<file path="src/rtl/fifo_burst_writer.sv">
// Burst writer that streams an incrementing data sequence into a FIFO and tracks a running XOR checksum.
// Optional feature: define FIFO_WRITER_AF_THROTTLE_EN to also stall on fifo_almost_full.
module fifo_burst_writer #(
    parameter int DATA_WIDTH = 32,
    parameter int LEN_WIDTH  = 4
) (
    input  logic                  wr_clock,
    input  logic                  reset,
    input  logic                  start,
    input  logic                  abort,
    input  logic [LEN_WIDTH-1:0]  burst_len,
    input  logic [DATA_WIDTH-1:0] seed,
    input  logic                  fifo_full,
    input  logic                  fifo_almost_full,
    output logic                  wr_en,
    output logic [DATA_WIDTH-1:0] data_in,
    output logic                  busy,
    output logic                  done,
    output logic [LEN_WIDTH-1:0]  words_written,
    output logic [DATA_WIDTH-1:0] checksum
);

    typedef enum logic [1:0] {
        ST_IDLE  = 2'd0,
        ST_WRITE = 2'd1,
        ST_DONE  = 2'd2
    } state_t;

    localparam logic [LEN_WIDTH-1:0]  LEN_ZERO  = LEN_WIDTH'(0);
    localparam logic [LEN_WIDTH-1:0]  LEN_ONE   = LEN_WIDTH'(1);
    localparam logic [DATA_WIDTH-1:0] DATA_ZERO = DATA_WIDTH'(0);
    localparam logic [DATA_WIDTH-1:0] DATA_ONE  = DATA_WIDTH'(1);

    state_t                r_state;
    state_t                w_next_state;
    logic [DATA_WIDTH-1:0] r_data;
    logic [LEN_WIDTH-1:0]  r_remaining;
    logic [LEN_WIDTH-1:0]  r_words;
    logic [DATA_WIDTH-1:0] r_checksum;
    logic                  w_throttle;
    logic                  w_accept;
    logic                  w_wr_en;

`ifdef FIFO_WRITER_AF_THROTTLE_EN
    assign w_throttle = fifo_almost_full;
`else
    // Almost-full is deliberately ignored in this build; only fifo_full stalls.
    assign w_throttle = fifo_almost_full & 1'b0;
`endif

    assign w_accept = (r_state == ST_IDLE) & start & ~abort;
    assign w_wr_en  = (r_state == ST_WRITE) & ~fifo_full & ~abort & reset & ~w_throttle;

    assign wr_en         = w_wr_en;
    assign data_in       = r_data;
    assign busy          = (r_state == ST_WRITE) | (r_state == ST_DONE);
    assign done          = (r_state == ST_DONE);
    assign words_written = r_words;
    assign checksum      = r_checksum;

    // State register
    always_ff @(posedge wr_clock) begin
        if (!reset) begin
            r_state <= ST_IDLE;
        end else begin
            r_state <= w_next_state;
        end
    end

    // Next-state decode
    always_comb begin
        w_next_state = r_state;
        case (r_state)
            ST_IDLE: begin
                if (w_accept) begin
                    w_next_state = (burst_len != LEN_ZERO) ? ST_WRITE : ST_DONE;
                end else begin
                    w_next_state = ST_IDLE;
                end
            end
            ST_WRITE: begin
                if (abort) begin
                    w_next_state = ST_IDLE;
                end else if (w_wr_en && (r_remaining == LEN_ONE)) begin
                    w_next_state = ST_DONE;
                end else begin
                    w_next_state = ST_WRITE;
                end
            end
            ST_DONE: begin
                w_next_state = ST_IDLE;
            end
            default: begin
                w_next_state = ST_IDLE;
            end
        endcase
    end

    // Data, counters and checksum; a stalled WRITE cycle holds everything
    always_ff @(posedge wr_clock) begin
        if (!reset) begin
            r_data      <= DATA_ZERO;
            r_remaining <= LEN_ZERO;
            r_words     <= LEN_ZERO;
            r_checksum  <= DATA_ZERO;
        end else begin
            case (r_state)
                ST_IDLE: begin
                    if (w_accept) begin
                        r_words    <= LEN_ZERO;
                        r_checksum <= DATA_ZERO;
                        if (burst_len != LEN_ZERO) begin
                            r_data      <= seed;
                            r_remaining <= burst_len;
                        end
                    end
                end
                ST_WRITE: begin
                    if (w_wr_en) begin
                        r_data      <= r_data + DATA_ONE;
                        r_remaining <= r_remaining - LEN_ONE;
                        r_words     <= r_words + LEN_ONE;
                        r_checksum  <= r_checksum ^ r_data;
                    end
                end
                default: begin
                    r_data <= r_data;
                end
            endcase
        end
    end

endmodule

</file>
<file path="config.mk">
export PLATFORM = sky130hd
export DESIGN_NAME = fifo_burst_writer
export DESIGN_NICKNAME = d
export VERILOG_FILES = /design/src/rtl/fifo_burst_writer.sv
export SDC_FILE = /design/constraint.sdc
export NUM_CORES = 1
export LEC_CHECK = 0
export BUFFER_PORTS_ARGS = -buffer_cell sky130_fd_sc_hd__buf_2
export CAP_MARGIN = 20
export CORE_UTILIZATION = 47
export CTS_CLUSTER_SIZE = 14
export DETAILED_ROUTE_END_ITERATION = 8
export GPL_ROUTABILITY_DRIVEN = 0
export PLACE_DENSITY = 0.74
export SLEW_MARGIN = 20
export SYNTH_ARGS = -nofsm -noshare
export SYNTH_HDL_FRONTEND = slang
export SYNTH_SLANG_ARGS = --single-unit
</file>
<file path="constraint.sdc">
create_clock -name wr_clock -period 2 [get_ports wr_clock]
set_input_delay 0.1 -clock wr_clock [delete_from_list [all_inputs] [get_ports wr_clock]]
set_output_delay 0.1 -clock wr_clock [all_outputs]
set_load 0.005 [all_outputs]
</file>
==> impl_results.rst <==
.. list-table::
   :header-rows: 1

   * - Metric
     - Value
   * - Cell count after placement
     - 709
   * - Main flop type after synthesis
     - sky130_fd_sc_hd__dfxtp_1
   * - Number of stages on the worst hold path
     - 2
   * - Yosys warning total
     - 0
   * - Final Cycle Share
     - 96.5%
   * - EDFF count, synth
     - 0
   * - Hold crit path type
     - in2reg
   * - Effective utilization at floorplan
     - 48.3%
   * - Buffer levels on the longest clock path
     - 2
   * - Filler cells
     - 733
   * - Clk root buf
     - sky130_fd_sc_hd__clkbuf_8
   * - Final critical-path setup slack
     - 0.0694 ns
   * - Critical Path Start Type
     - flip-flop
   * - Commonest cells after routing, fill and taps aside
     - sky130_fd_sc_hd__buf_2 (111), sky130_fd_sc_hd__dfxtp_1 (74), sky130_fd_sc_hd__nor2_1 (61), sky130_fd_sc_hd__nand2_1 (60), sky130_fd_sc_hd__buf_4 (38)
   * - Most common library cell in the layout ignoring fill and taps
     - sky130_fd_sc_hd__buf_2
   * - Drt drc
     - 0
   * - Clock-pin slew on the worst setup and hold paths
     - 0.08 ns
   * - Post-Syn Area per Cell
     - 8.24 µm²
   * - Crit Reg-Reg Endpoint
     - r_remaining[0]
   * - Unrepaired setup endpoints after global routing
     - yes
   * - Sum of routed wire length over all layers
     - 11.3 mm
   * - Minimum period implied by the final worst setup slack
     - 1.93 ns
   * - Share of total power consumed by net switching
     - 27.4%
   * - Post-DP HPWL
     - 8.19 mm
   * - Hold Fails Final Rpt
     - 0
   * - Met3 track demand over resource
     - 5.42%
   * - Register bit count reported by yosys
     - 74
   * - Syn-to-layout area delta
     - 29.5%
   * - Worst hold path endpoint
     - r_state[0]
   * - TritonCTS clock tree
     - built
   * - Synth Net Count
     - 531
   * - GRT Residual Overflow
     - 0
   * - Sequential Power Share
     - 44.9%
   * - CTS Buf Count
     - 9
   * - Number of rows in the core area
     - 33
   * - Peak supply drop
     - 0.458 mV
   * - Slew at the pin with the worst max-slew slack
     - 0.362 ns
   * - Number of standard cells after synthesis
     - 482
   * - Die H
     - 93.9 µm
   * - Count of nets after finishing
     - 666
   * - Deepest level of the CTS H-tree
     - 3
   * - P_leak
     - 2.25 nW
   * - Required time reported for the critical path endpoint
     - 2.25 ns
   * - Met1 capacity usage during global routing
     - 32.9%
   * - Die X
     - 93.9 µm
   * - Global-route wire length before repair
     - 18.0 mm
   * - CP arrival
     - 2.18 ns
   * - Number of max-capacitance violations reported
     - 0
   * - Count of pins on the block boundary
     - 113
   * - Share of flip-flops with an asynchronous set or reset after synthesis
     - 0%
   * - Number of vias in the routed layout
     - 4046
   * - Number of global-route vias before repair
     - 3802
   * - Net Switching
     - 994 µW
   * - Slew Limit Headroom
     - 75.6%
   * - Largest net degree at the start of global routing
     - 37
   * - Highest clock frequency the design can meet
     - 0.518 GHz
   * - Worst-Skew Late Latency
     - 0.36 ns
   * - Floorplan Core Area
     - 8220 µm²
   * - Power Internal
     - 2.64 mW
   * - Count of inserted antenna diode cells
     - 0
   * - Most utilized layer in the global route result
     - met2
   * - Non-filler instance count after layout
     - 727
   * - Comb power frac
     - 15.6%
   * - Final Cell Area
     - 5150 µm²
   * - Setup violation total in the final timing report
     - 0
   * - Fraction of final layout cells sized beyond drive strength 1
     - 31.0%
   * - Slack of the worst reg-to-reg path
     - 0.07 ns
   * - Total track usage
     - 26.4%
   * - Final max-slew violation count
     - 0
   * - Category of the critical setup timing path
     - reg2reg
   * - Sink Count
     - 74
   * - Residual antenna-violating net count after detailed routing
     - 0
   * - Worst slack at placement
     - 0.0270 ns
   * - Placed cell area
     - 4870 µm²
   * - Run status
     - completed
   * - First-pass iteration count of the detailed router
     - 6
   * - Number of design-rule violations left by the first detailed-router iteration
     - 194
   * - Critical Path Sink Type
     - flip-flop
   * - Number of unique standard cell types used by synthesis
     - 63
   * - Power per standard cell area
     - 706 nW/µm²
   * - Clock network fraction of total power
     - 39.4%
   * - Worst Min Path Start
     - abort
   * - Met2 Track Usage GR
     - 43.2%
   * - Floorplan die area
     - 8820 µm²
   * - Critical-path maximum fanout
     - 12
   * - Post-DR wirelength/cell
     - 15.6 µm
   * - Layout Skew
     - 0.00979 ns
   * - Share of synthesized area occupied by flip-flops and latches
     - 37.3%
   * - Routed via count divided by cell count
     - 5.57
   * - Quantity of I/O buffers inserted on ports
     - 111
   * - Reg-to-reg critical path startpoint
     - r_state[0]
   * - Synthesized area
     - 3970 µm²
   * - Antenna violations before repair
     - 1
   * - Register-to-Register Path Depth
     - 7
[sequential cells by signal (all words and copies together), names as in the netlist]
register and count:
checksum 32, r_state 2, data_in 32, words_written 4
r_remaining 4
[logic make-up after synthesis]
| kind of cell | after synthesis | share of synthesized area [%] |
|---|---|---|
| and+or+nand+nor | 204 | 27.1 |
| AOI/OAI and AO/OA | 117 | 20.1 |
| DFF | 74 | 37.3 |
| buffers and inverters | 39 | 4.06 |
| xor gates and xnor gates | 35 | 7.72 |
| adders and majority gates | 7 | 2.20 |
| muxes | 6 | 1.51 |
[how the worst max path moves through the flow]
stage                           to  slack [ns]       start
finish              r_remaining[0]        0.07  r_state[0]
detailed placement      data_in[9]        0.03  r_state[1]
floorplan              data_in[12]        0.07  data_in[0]
global placement    r_remaining[0]        0.13  r_state[1]
CTS                    data_in[27]        0.06  r_state[1]
global route        r_remaining[0]       -0.02  r_state[0]
[stage by stage]
step | utilization (%) | hold slack (ns) | power (mW) | setup TNS, ns
after floorplan | - | 0.179 | 1.96 | 0
after global placement | 59.2 | 0.370 | 2.21 | 0
after detailed placement | 59.2 | 0.374 | 2.22 | 0
after CTS | 62.4 | 0.0272 | 3.64 | 0
after global routing | 62.6 | 0.0317 | 3.78 | -0.0458
final | 62.6 | 0.0342 | 3.63 | 0
[synthesized netlist by cell type (4+ instances only)]
cell type	instances	area (µm²)
sky130_fd_sc_hd__nand2_1	60	225
sky130_fd_sc_hd__nand4_1	9	56.3
sky130_fd_sc_hd__o21a_1	10	75.1
sky130_fd_sc_hd__or4_1	5	37.5
sky130_fd_sc_hd__ha_1	7	87.6
sky130_fd_sc_hd__o21ai_0	19	95.1
sky130_fd_sc_hd__nor4_1	7	43.8
sky130_fd_sc_hd__inv_1	10	37.5
sky130_fd_sc_hd__a21boi_0	7	52.6
sky130_fd_sc_hd__clkbuf_1	14	52.6
sky130_fd_sc_hd__o211ai_1	9	67.6
sky130_fd_sc_hd__nor2_1	61	229
sky130_fd_sc_hd__nor3_1	6	30.0
sky130_fd_sc_hd__buf_2	12	60.1
sky130_fd_sc_hd__a21oi_1	31	155
sky130_fd_sc_hd__nor2b_1	9	56.3
sky130_fd_sc_hd__a31oi_1	9	56.3
sky130_fd_sc_hd__o221a_2	4	45.0
sky130_fd_sc_hd__mux2i_1	6	60.1
sky130_fd_sc_hd__xor2_1	34	298
sky130_fd_sc_hd__nand3_1	13	65.1
sky130_fd_sc_hd__dfxtp_1	74	1480
[routing by layer]
layer / wire (µm) / up-vias
li1: - / 1984
met5: 0 / -
met2: 5190 / 152
met3: 751 / 27
met4: 295 / 0
met1: 5060 / 1883
[power by group through the flow]
stage	registers, mW	logic, mW	clock network, mW
4_1_cts	1.63	0.567	1.44
6_report	1.63	0.568	1.43
3_3_place_gp	1.66	0.548	0
2_1_floorplan	1.67	0.294	0
5_1_grt	1.64	0.627	1.51
3_5_place_dp	1.66	0.562	0
[timing repair]
item                                   in CTS  in global routing
hold buffers                                1                  0
gates resized for setup                     1                  5
setup buffers                               0                  1
pin swaps                                   0                  1
setup endpoints to repair                   1                 14
endpoints found under the hold margin       1                  0
[critical path, cell delays in order, from the launching register on]
cell and delay (ns):
sky130_fd_sc_hd__dfxtp_1 0.39, sky130_fd_sc_hd__inv_1 0.09, sky130_fd_sc_hd__ha_1 0.25, sky130_fd_sc_hd__nor2b_1 0.19
sky130_fd_sc_hd__o21ai_2 0.32, sky130_fd_sc_hd__buf_4 0.26, sky130_fd_sc_hd__nor2_1 0.07, sky130_fd_sc_hd__o221a_2 0.25
[final cells by class]
class | count | area (µm²) | share of cell area, %
multi-input combinational | 369 | 2360 | 45.8
sequential | 74 | 1480 | 28.8
timing repair buffer | 152 | 891 | 17.3
tap | 105 | 131 | 2.55
clock buffer | 10 | 128 | 2.48
clock inverter | 6 | 115 | 2.24
inverter | 11 | 41.3 | 0.802
Note: power is estimated with default switching activity, not from simulation.
